**src/rtl/dt_pkg.sv**
```systemverilog
// rtl/dt_pkg.sv - shared distance-transform constants, state enum and neighbour offsets (DT_RIDGE_8N_EN selects 8-neighbour set)
package dt_pkg;

  localparam int IMG_W     = 128;
  localparam int PIX_NUM   = IMG_W * IMG_W;
  localparam int WORD_BITS = 16;
  localparam int WORD_NUM  = PIX_NUM / WORD_BITS;
  localparam int PIX_AW    = 14;
  localparam int SKL_AW    = 10;
  localparam int CNT_W     = 15;

  typedef enum logic [2:0] {
    ST_IDLE,
    ST_RD_C,
    ST_CMP_C,
    ST_RD_N,
    ST_CMP_N,
    ST_EVAL,
    ST_WR,
    ST_DONE
  } dt_ridge_state_e;

  // Linear address offsets of the eight surrounding pixels
  localparam int OFF_UL = -IMG_W - 1;
  localparam int OFF_U  = -IMG_W;
  localparam int OFF_UR = -IMG_W + 1;
  localparam int OFF_L  = -1;
  localparam int OFF_R  = 1;
  localparam int OFF_DL = IMG_W - 1;
  localparam int OFF_D  = IMG_W;
  localparam int OFF_DR = IMG_W + 1;

`ifdef DT_RIDGE_8N_EN
  localparam int NBR_NUM = 8;

  // Row step of neighbour k: UL, U, UR, L, R, DL, D, DR
  function automatic int nbr_dr(input int k);
    case (k)
      0, 1, 2: nbr_dr = -1;
      5, 6, 7: nbr_dr = 1;
      default: nbr_dr = 0;
    endcase
  endfunction

  // Column step of neighbour k
  function automatic int nbr_dc(input int k);
    case (k)
      0, 3, 5: nbr_dc = -1;
      2, 4, 7: nbr_dc = 1;
      default: nbr_dc = 0;
    endcase
  endfunction
`else
  localparam int NBR_NUM = 4;

  // Row step of neighbour k: U, L, R, D
  function automatic int nbr_dr(input int k);
    case (k)
      0:       nbr_dr = -1;
      3:       nbr_dr = 1;
      default: nbr_dr = 0;
    endcase
  endfunction

  // Column step of neighbour k
  function automatic int nbr_dc(input int k);
    case (k)
      1:       nbr_dc = -1;
      2:       nbr_dc = 1;
      default: nbr_dc = 0;
    endcase
  endfunction
`endif

  function automatic int nbr_off(input int k);
    nbr_off = nbr_dr(k) * IMG_W + nbr_dc(k);
  endfunction

endpackage

```
**src/rtl/dt_ridge_nbr_gen.sv**
```systemverilog
// rtl/dt_ridge_nbr_gen.sv - finds the next in-image neighbour at or after an ordinal (set chosen by DT_RIDGE_8N_EN)
module dt_ridge_nbr_gen
  import dt_pkg::*;
(
  input  logic [PIX_AW-1:0] i_pix,
  input  logic [3:0]        i_ord,
  output logic [PIX_AW-1:0] o_addr,
  output logic [3:0]        o_ord,
  output logic              o_in_img,
  output logic              o_last
);

  logic [6:0]         w_row;
  logic [6:0]         w_col;
  logic [NBR_NUM-1:0] w_in_vec;

  assign w_row = i_pix[13:7];
  assign w_col = i_pix[6:0];

  // Flag which neighbours fall inside the image for this pixel
  always_comb begin
    w_in_vec = '0;
    for (int k = 0; k < NBR_NUM; k++) begin
      w_in_vec[k] = !((nbr_dr(k) < 0 && w_row == 7'd0) ||
                      (nbr_dr(k) > 0 && w_row == 7'(IMG_W - 1)) ||
                      (nbr_dc(k) < 0 && w_col == 7'd0) ||
                      (nbr_dc(k) > 0 && w_col == 7'(IMG_W - 1)));
    end
  end

  // Pick the lowest in-image ordinal >= i_ord; out-of-image ones cost no cycles
  always_comb begin
    int v_sel;
    v_sel    = 0;
    o_in_img = 1'b0;
    for (int k = NBR_NUM - 1; k >= 0; k--) begin
      if (k >= int'(i_ord) && w_in_vec[k]) begin
        v_sel    = k;
        o_in_img = 1'b1;
      end
    end
    o_last = 1'b1;
    for (int k = 0; k < NBR_NUM; k++) begin
      if (k > v_sel && w_in_vec[k]) o_last = 1'b0;
    end
    o_ord  = 4'(v_sel);
    o_addr = i_pix + 14'(nbr_off(v_sel));
  end

endmodule

```
**src/rtl/dt_ridge.sv**
```systemverilog
// rtl/dt_ridge.sv - ridge detector over the distance map, packs a skeleton bitmap and counts ridge pixels (DT_RIDGE_8N_EN: 8-neighbour test)
module dt_ridge
  import dt_pkg::*;
(
  input  logic              clk,
  input  logic              reset,
  input  logic              i_start,
  output logic              o_busy,
  output logic              o_done,
  output logic              o_res_rd,
  output logic [PIX_AW-1:0] o_res_addr,
  input  logic [7:0]        i_res_di,
  output logic              o_skl_wr,
  output logic [SKL_AW-1:0] o_skl_addr,
  output logic [15:0]       o_skl_do,
  output logic [CNT_W-1:0]  o_ridge_cnt
);

  dt_ridge_state_e   r_state;
  logic [PIX_AW-1:0] r_p;
  logic [7:0]        r_c;
  logic              r_mark;
  logic [3:0]        r_ord;
  logic              r_last;
  logic [15:0]       r_word;
  logic [CNT_W-1:0]  r_cnt;
  logic              r_busy;
  logic              r_done;
  logic              r_res_rd;
  logic [PIX_AW-1:0] r_res_addr;
  logic              r_skl_wr;
  logic [SKL_AW-1:0] r_skl_addr;
  logic [15:0]       r_skl_do;

  logic [3:0]        w_gen_ord;
  logic [PIX_AW-1:0] w_nbr_addr;
  logic [3:0]        w_nbr_ord;
  logic              w_nbr_in;
  logic              w_nbr_last;
  logic [15:0]       w_word_next;

  // First neighbour search when the centre arrives, otherwise continue after the current one
  assign w_gen_ord   = (r_state == ST_CMP_C) ? 4'd0 : r_ord + 4'd1;
  assign w_word_next = r_word | (16'(r_mark) << r_p[3:0]);

  dt_ridge_nbr_gen u_nbr_gen (
    .i_pix    (r_p),
    .i_ord    (w_gen_ord),
    .o_addr   (w_nbr_addr),
    .o_ord    (w_nbr_ord),
    .o_in_img (w_nbr_in),
    .o_last   (w_nbr_last)
  );

  // Scan FSM; strobes are registered so they line up with the state they belong to
  always_ff @(posedge clk or negedge reset) begin
    if (!reset) begin
      r_state    <= ST_IDLE;
      r_p        <= '0;
      r_c        <= '0;
      r_mark     <= 1'b0;
      r_ord      <= '0;
      r_last     <= 1'b0;
      r_word     <= '0;
      r_cnt      <= '0;
      r_busy     <= 1'b0;
      r_done     <= 1'b0;
      r_res_rd   <= 1'b0;
      r_res_addr <= '0;
      r_skl_wr   <= 1'b0;
      r_skl_addr <= '0;
      r_skl_do   <= '0;
    end else begin
      r_done     <= 1'b0;
      r_res_rd   <= 1'b0;
      r_res_addr <= '0;
      r_skl_wr   <= 1'b0;
      r_skl_addr <= '0;
      r_skl_do   <= '0;
      case (r_state)
        ST_IDLE: begin
          if (i_start) begin
            r_p        <= '0;
            r_cnt      <= '0;
            r_word     <= '0;
            r_busy     <= 1'b1;
            r_res_rd   <= 1'b1;
            r_res_addr <= '0;
            r_state    <= ST_RD_C;
          end
        end
        ST_RD_C: r_state <= ST_CMP_C;
        ST_CMP_C: begin
          r_c <= i_res_di;
          if (i_res_di == 8'd0) begin
            r_mark  <= 1'b0;
            r_state <= ST_EVAL;
          end else if (w_nbr_in) begin
            r_mark     <= 1'b1;
            r_ord      <= w_nbr_ord;
            r_last     <= w_nbr_last;
            r_res_rd   <= 1'b1;
            r_res_addr <= w_nbr_addr;
            r_state    <= ST_RD_N;
          end else begin
            r_mark  <= 1'b1;
            r_state <= ST_EVAL;
          end
        end
        ST_RD_N: r_state <= ST_CMP_N;
        ST_CMP_N: begin
          if (i_res_di > r_c) begin
            r_mark  <= 1'b0;
            r_state <= ST_EVAL;
          end else if (!r_last) begin
            r_ord      <= w_nbr_ord;
            r_last     <= w_nbr_last;
            r_res_rd   <= 1'b1;
            r_res_addr <= w_nbr_addr;
            r_state    <= ST_RD_N;
          end else begin
            r_state <= ST_EVAL;
          end
        end
        ST_EVAL: begin
          r_cnt <= r_cnt + CNT_W'(r_mark);
          if (r_p[3:0] == 4'd15) begin
            r_word     <= '0;
            r_skl_wr   <= 1'b1;
            r_skl_addr <= r_p[13:4];
            r_skl_do   <= w_word_next;
            r_state    <= ST_WR;
          end else begin
            r_word     <= w_word_next;
            r_p        <= r_p + 14'd1;
            r_res_rd   <= 1'b1;
            r_res_addr <= r_p + 14'd1;
            r_state    <= ST_RD_C;
          end
        end
        ST_WR: begin
          if (r_p == 14'(PIX_NUM - 1)) begin
            r_busy  <= 1'b0;
            r_done  <= 1'b1;
            r_state <= ST_DONE;
          end else begin
            r_p        <= r_p + 14'd1;
            r_res_rd   <= 1'b1;
            r_res_addr <= r_p + 14'd1;
            r_state    <= ST_RD_C;
          end
        end
        ST_DONE: r_state <= ST_IDLE;
        default: r_state <= ST_IDLE;
      endcase
    end
  end

  assign o_busy      = r_busy;
  assign o_done      = r_done;
  assign o_res_rd    = r_res_rd;
  assign o_res_addr  = r_res_addr;
  assign o_skl_wr    = r_skl_wr;
  assign o_skl_addr  = r_skl_addr;
  assign o_skl_do    = r_skl_do;
  assign o_ridge_cnt = r_cnt;

endmodule

```
**config.mk**
```make
export PLATFORM = sky130hd
export DESIGN_NAME = dt_ridge
export DESIGN_NICKNAME = d
export VERILOG_FILES = /design/src/rtl/dt_pkg.sv /design/src/rtl/dt_ridge_nbr_gen.sv /design/src/rtl/dt_ridge.sv
export SDC_FILE = /design/constraint.sdc
export NUM_CORES = 1
export LEC_CHECK = 0
export ABC_CLOCK_PERIOD_IN_PS = 5200
export CORE_UTILIZATION = 35
export CTS_CLUSTER_DIAMETER = 100
export CTS_CLUSTER_SIZE = 20
export DETAILED_ROUTE_END_ITERATION = 12
export HOLD_SLACK_MARGIN = 0.06
export PLACE_DENSITY = 0.51
export SYNTH_ARGS = -nofsm -noshare
export SYNTH_HDL_FRONTEND = slang
export SYNTH_HIERARCHICAL = 1
export SYNTH_SLANG_ARGS = --single-unit
```
**constraint.sdc**
```tcl
create_clock -name clk -period 5.2 [get_ports clk]
set_input_delay 0.52 -clock clk [delete_from_list [all_inputs] [get_ports clk]]
set_output_delay 0.52 -clock clk [all_outputs]
set_load 0.05 [all_outputs]
```
### Word-level counts from Yosys, hierarchy flattened

Index checks and enable logic that the tools add are counted.

| storage, ports and cells | value |
|---|---|
| register bits after elaboration | 106 |
| bits of input ports | 11 |
| word-level logic and storage cells | 152 |

| operators by class | value |
|---|---|
| add/sub/neg operators | 5 |
| magnitude comparators | 9 |
| equal/unequal tests | 23 |
| shift operators | 1 |
| mux-type cells | 71 |
| bitwise gates (word level) | 1 |
| reductions and logical operators | 27 |

Operator list:

| operator | count |
|---|---|
| two-way mux 14 bit | 9 |
| two-way mux 32 bit | 3 |
| equality test 32 x 2 -> 1 bit, second input constant | 2 |
| > comparator 3 x 32 -> 1 bit, first input constant | 2 |
| two-way mux 16 bit | 4 |
| case mux 14 bit (4 select lines) | 1 |
| case mux 14 bit (3 select lines) | 1 |
| equality test 32 x 1 -> 1 bit, second input constant | 1 |
| > comparator 1 x 32 -> 1 bit, first input constant | 1 |
| > comparator 2 x 32 -> 1 bit, first input constant | 1 |
| zero test 32 bit | 1 |
| case mux 16 bit (2 select lines) | 1 |
| case mux 15 bit (2 select lines) | 1 |
| adder 14 bit | 2 |
| case mux 14 bit (2 select lines) | 1 |
| two-way mux 1 bit | 27 |
| case mux 3 bit (8 select lines) | 1 |
| two-way mux 3 bit | 7 |
| two-way mux 10 bit | 2 |
| two-way mux 4 bit | 5 |
| inequality test 2 bit, second input constant | 8 |
| OR 16 bit | 1 |
| << shifter 1 x 4 -> 16 bit | 1 |
| adder 15 x 1 -> 15 bit | 1 |
| other kinds (29) | 53 |

### Depth between registers and ports, before layout

| logic depth | value |
|---|---|
| depth after elaboration | 17 |
| depth in mapped cells | 23 |
| depth with buffers taken out | 20 |

### Hierarchy

Netlist, hierarchy kept.

By module, submodules not included:

| module | instances | cells an instance | area each (um2) | sequential area each (um2) |
|---|---|---|---|---|
| dt_ridge | 1 | 445 | 4,787.1 | 2,652.5 |
| dt_ridge_nbr_gen | 1 | 153 | 1,129.8 | 0.0 |

### Worst setup path after synthesis

Ideal clock, no wire load.

| timing path | value |
|---|---|
| path type | reg-to-reg |
| from | register r_state[2] |
| to | register r_res_addr[12] (netlist: o_res_addr[12]) |
| setup time | 0.118 ns |
| data arrival time | 3.931 ns |
| path slack | 1.151 ns |
| stages on the path, launching flop included | 23 |
| buffers on the path | 2 |
| period minus slack after synthesis | 4.049 ns |
| cell sequence | dfrtp_1 -> inv_2 -> nand2_1 -> nor2_1 -> clkbuf_1 -> nor2_1 -> nor2_1 -> nand2_1 -> nor2_1 -> o22ai_1 -> and3_1 -> ha_1 -> buf_2 -> xor2_1 -> ha_1 -> a21o_1 -> ha_1 -> a21o_1 -> a21o_1 -> a221o_1 -> nor2_1 -> xnor2_1 -> a21o_1 |

| on the way | value |
|---|---|
| word-level cells in the longest chain between the ends | 15 |
| elaborated cells on any way between the ends | 34 |
| classes of those cells | add/sub: 2; order compare: 4; eq/ne: 7; mux: 16; reduce/logical: 5 |

Ends and longest elaborated chain:

| what | RTL line | text |
|---|---|---|
| start, declared | dt_ridge.sv:19 | `dt_ridge_state_e r_state;` |
| start signal, assigned | dt_ridge.sv:58 | `r_state <= ST_IDLE;` |
| start signal, assigned | dt_ridge.sv:89 | `r_state <= ST_RD_C;` |
| start signal, assigned | dt_ridge.sv:92 | `ST_RD_C: r_state <= ST_CMP_C;` |
| equality test 3 x 2 -> 1 bit * | dt_ridge.sv:43 | `assign w_gen_ord = (r_state == ST_CMP_C) ? 4'd0 : r_ord + 4'd1;` |
| two-way mux 4 bit * | dt_ridge.sv:43 |  |
| named net w_gen_ord[3] | dt_ridge.sv:35 | `logic [3:0] w_gen_ord;` |
| >= comparator 2 x 4 -> 1 bit | dt_ridge_nbr_gen.sv:37 | `if (k >= int'(i_ord) && w_in_vec[k]) begin` |
| logical AND 1 bit | dt_ridge_nbr_gen.sv:37 |  |
| two-way mux 2 bit | dt_ridge_nbr_gen.sv:37 |  |
| two-way mux 32 bit (2 in series) | dt_ridge_nbr_gen.sv:37 |  |
| two-way mux 32 bit * | dt_ridge_nbr_gen.sv:37 |  |
| named net w_nbr_ord[0] | dt_ridge.sv:37 | `logic [3:0] w_nbr_ord;` |
| equality test 32 x 2 -> 1 bit (tied with other cells) | dt_pkg.sv:67 | `case (k)` |
| case mux 14 bit (2 select lines) or case mux 7 bit (2 select lines) (tied branches) | dt_pkg.sv:67, dt_pkg.sv:58 |  |
| adder 14 bit * | dt_pkg.sv:76 | `nbr_off = nbr_dr(k) * IMG_W + nbr_dc(k);` |
| adder 14 bit * | dt_ridge_nbr_gen.sv:47 | `o_addr = i_pix + 14'(nbr_off(v_sel));` |
| named net w_nbr_addr[12] | dt_ridge.sv:36 | `logic [PIX_AW-1:0] w_nbr_addr;` |
| two-way mux 14 bit, on equally long branches | dt_ridge.sv:115, dt_ridge.sv:98 |  |
| two-way mux 14 bit, on equally long branches | dt_ridge.sv:112, dt_ridge.sv:95 |  |
| case mux 14 bit (4 select lines) * | dt_ridge.sv:80 | `case (r_state)` |
| end signal, assigned | dt_ridge.sv:103 | `r_res_addr <= w_nbr_addr;` |
| end signal, assigned | dt_ridge.sv:119 | `r_res_addr <= w_nbr_addr;` |
| end signal, assigned | dt_ridge.sv:137 | `r_res_addr <= r_p + 14'd1;` |
| end, declared | dt_ridge.sv:30 | `logic [PIX_AW-1:0] r_res_addr;` |

The timed path passes the listed nets; every way through them passes the cells marked *.
A chain may end at the register's enable or synchronous reset.

### Worst setup path in the final report

| timing path | value |
|---|---|
| from | register r_state[1] |
| to | register r_res_addr[12] (netlist: o_res_addr[12]) |

The elaborated chain is that of the path after synthesis.

==> reports/qor.yml <==
period_share_pct: 86.4
grt-ovfl-total: 0
cts_inserted_buffers: 9
gp_routability_congestion: 0.820
run_status: "finished, final reports clean"
r2r_start: "r_state[1]$_DFFE_PN0N_"
netlist_instances: 598
die-area_um2: 17400
grt_max_degree: 58
dp_hpwl_um: 9860
cp-end-kind: "flip-flop"
critPathArrivalTime_ns: 4.75
cts_tree: "done"
multi_input_area_um2: 3020
drt-total-wl_um: 13800
tightest_slew_ns: 0.878
required_ns: 5.45
ys_ff_latch: 106
irDropWorstVdd_mv: 0.482
setup-tns-final_ns: 0
slew_headroom_pct: 41.3
rows: 47
rsz0062_at_grt: "false"
finalSetupViolCount: 0
dr.pass1.iters: 5
fin_cells: 881
synth_edf_count: 0
htreeDepth: 3
post_cts_buffers: 0
synth.distinct_cells: 72
clockRootBuffer: "clkbuf_16"
fin_skew_ns: 0.0130
antenna_found_initial: 0
area_growth_pct: 19.6
drcViolationCount: 0
portBuffers: 69
startpoint_type: "flip-flop"
grt_pass1_vias: 4410
cts.sinks: 106
rr_endpoint: "o_res_addr[12]$_DFF_PN0_"
clk_latency_ns: 0.36
fp.dieW_um: 132
syn_avg_cell_area_um2: 9.89
max_cap_violations: 0
yosysSeqAreaShare_pct: 44.8
fillers: 1589
viasPerCell: 5.27
hp-class: "in -> async"
drive_above_1_share_pct: 6.51
yosysWarnings: 6
grt_pass1_wl_um: 22700
final-max-slew-violation-count: 0
postCtsHoldBufs: 0
clk_path_buf_depth: 2
crit_start: "r_state[1]$_DFFE_PN0N_"
synthFlopType: "dfrtp_1"
seqCellArea_um2: 2650
finalCriticalPeriod_ns: 4.49
cts_resized: 0
vias: 4645
dpl.cell_count: 865
worstSetupPathType: "reg -> reg"
clk_pin_slew_ns: 0.08
n_antenna_cell: 0
gr-usage-all-layers_pct: 16.5
wl_per_cell_um: 15.6
ios: 70
drtIter0Drc: 260
hold_viol: 0
die_h_um: 132
r2r_cells: 19
power_density_nw_per_um2: 575
async_flop_share_pct: 100
fin_nets: 708
initial_utilization_pct: 35.8
core_area_um2: 16500
leakagePower_nw: 3.55
max_freq_mhz: 222
drt.antenna.violating_nets: 0
syn-cell-area_um2: 5920
r2r_slack_ns: 0.71
critPathMaxFanout: 12
[how the worst max path moves through the flow]
stage | end | slack, ns
5_1_grt | o_res_addr[12]$_DFF_PN0_ | 0.36
6_report | o_res_addr[12]$_DFF_PN0_ | 0.71
3_5_place_dp | o_res_addr[12]$_DFF_PN0_ | 0.73
3_3_place_gp | o_res_addr[12]$_DFF_PN0_ | 0.95
2_1_floorplan | o_res_addr[12]$_DFF_PN0_ | 1.15
4_1_cts | o_res_addr[12]$_DFF_PN0_ | 0.72
[critical path, cell delays in order, from the launching register on]
cell	delay [ns]
dfrtp_1	0.58
nand2_1	0.15
nor2_1	0.29
nor2_1	0.13
nor2_1	0.19
nand2_1	0.10
nor2_1	0.12
o22ai_1	0.10
and3_1	0.23
ha_1	0.41
xor2_1	0.23
ha_1	0.21
a21o_1	0.15
ha_1	0.36
a21o_1	0.25
a21o_1	0.18
a221o_1	0.33
nor2_1	0.14
xnor2_1	0.08
a21o_1	0.15
[kinds of logic (layout without fill, tap and decap cells)]
family | Yosys count | in the layout | synth area share [%]
buffers and inverters | 50 | 112 | 4.48
XOR/XNOR | 31 | 31 | 4.59
AO/OA/AOI/OAI | 150 | 150 | 16.7
other | 1 | 2 | 0.0634
multiplexers | 9 | 9 | 1.63
adder cells (fa/ha/maj) | 41 | 41 | 8.80
AND/OR/NAND/NOR | 210 | 210 | 18.9
flip-flops | 106 | 106 | 44.8
[metal layers]
metal  up-vias  wire [um]  track usage [%]
met5         -          0                0
met4         0        269             7.04
met3        19        466             2.19
met2       117       6370             26.2
met1      2247       6650             22.5
li1       2262          -                -
[state kept, by name, indices dropped and copies added, names as in the netlist, 3 cells and up]
name,count
o_res_addr,14
o_ridge_cnt,15
o_skl_addr,10
o_skl_do,16
r_c,8
r_ord,4
r_p,14
r_state,3
r_word,16
[layout make-up]
type	count	area share (%)
Inverter	22	1.20
Multi-Input combinational cell	443	42.7
Tap cell	220	3.89
Timing Repair Buffer	74	10.3
Sequential cell	106	37.5
Clock inverter	7	1.33
Clock buffer	9	3.18
[per-stage QoR]
step | area [um^2] | setup WS (ns) | hold WS (ns) | utilization, % | total power, mW
global route | 7080 | 0.364 | 0.252 | 42.8 | 4.44
floorplan | 5920 | 1.15 | 0.224 | - | 2.96
finish | 7080 | 0.705 | 0.192 | 42.8 | 4.07
global placement | 6760 | 0.949 | 0.462 | 40.9 | 3.33
CTS | 7080 | 0.716 | 0.212 | 42.8 | 4.11
detailed placement | 6760 | 0.730 | 0.477 | 40.9 | 3.38
[cell usage in the layout, fill, tap and decap left out, types with 3 or more instances in the layout]
cell type,count
and3_1,30
mux2i_1,4
clkinv_8,4
nor4_1,5
a21oi_1,36
a22o_1,4
clkdlybuf4s50_1,68
nor2_1,50
and4_1,4
nor3_1,4
inv_1,20
nand2_1,47
ha_1,40
clkbuf_16,9
nand4_1,12
mux2_1,4
o21ai_0,33
a21o_1,30
xnor2_1,13
o21ai_1,4
o31ai_1,6
o2bb2ai_1,3
dfrtp_1,106
xor2_1,18
a31oi_1,8
or3_1,3
nand3_1,18
nand2b_1,6
o211ai_1,5
buf_4,6
and2_1,8
nor2b_1,7
[Yosys cell counts, types with 7 or more instances]
cell     number  area (um^2)
xor2_1       18          158
ha_1         40          500
and3_1       30          188
a31oi_1       8         50.1
a21o_1       30          225
nand4_1      12         75.1
nand2_1      47          176
nor2_1       50          188
nand3_1      18         90.1
o21ai_0      33          165
dfrtp_1     106         2650
a21oi_1      36          180
and2_1        8         50.1
buf_2        12         60.1
inv_1        20         75.1
nor2b_1       7         43.8
xnor2_1      13          114
[power breakdown]
part	internal (mW)	switching [mW]	total (mW)
logic	0.947	1.36	2.31
registers	0.942	0.114	1.06
clock network	0.348	0.355	0.704
total	2.24	1.83	4.07
No activity file was read; power rests on OpenSTA's default activity.
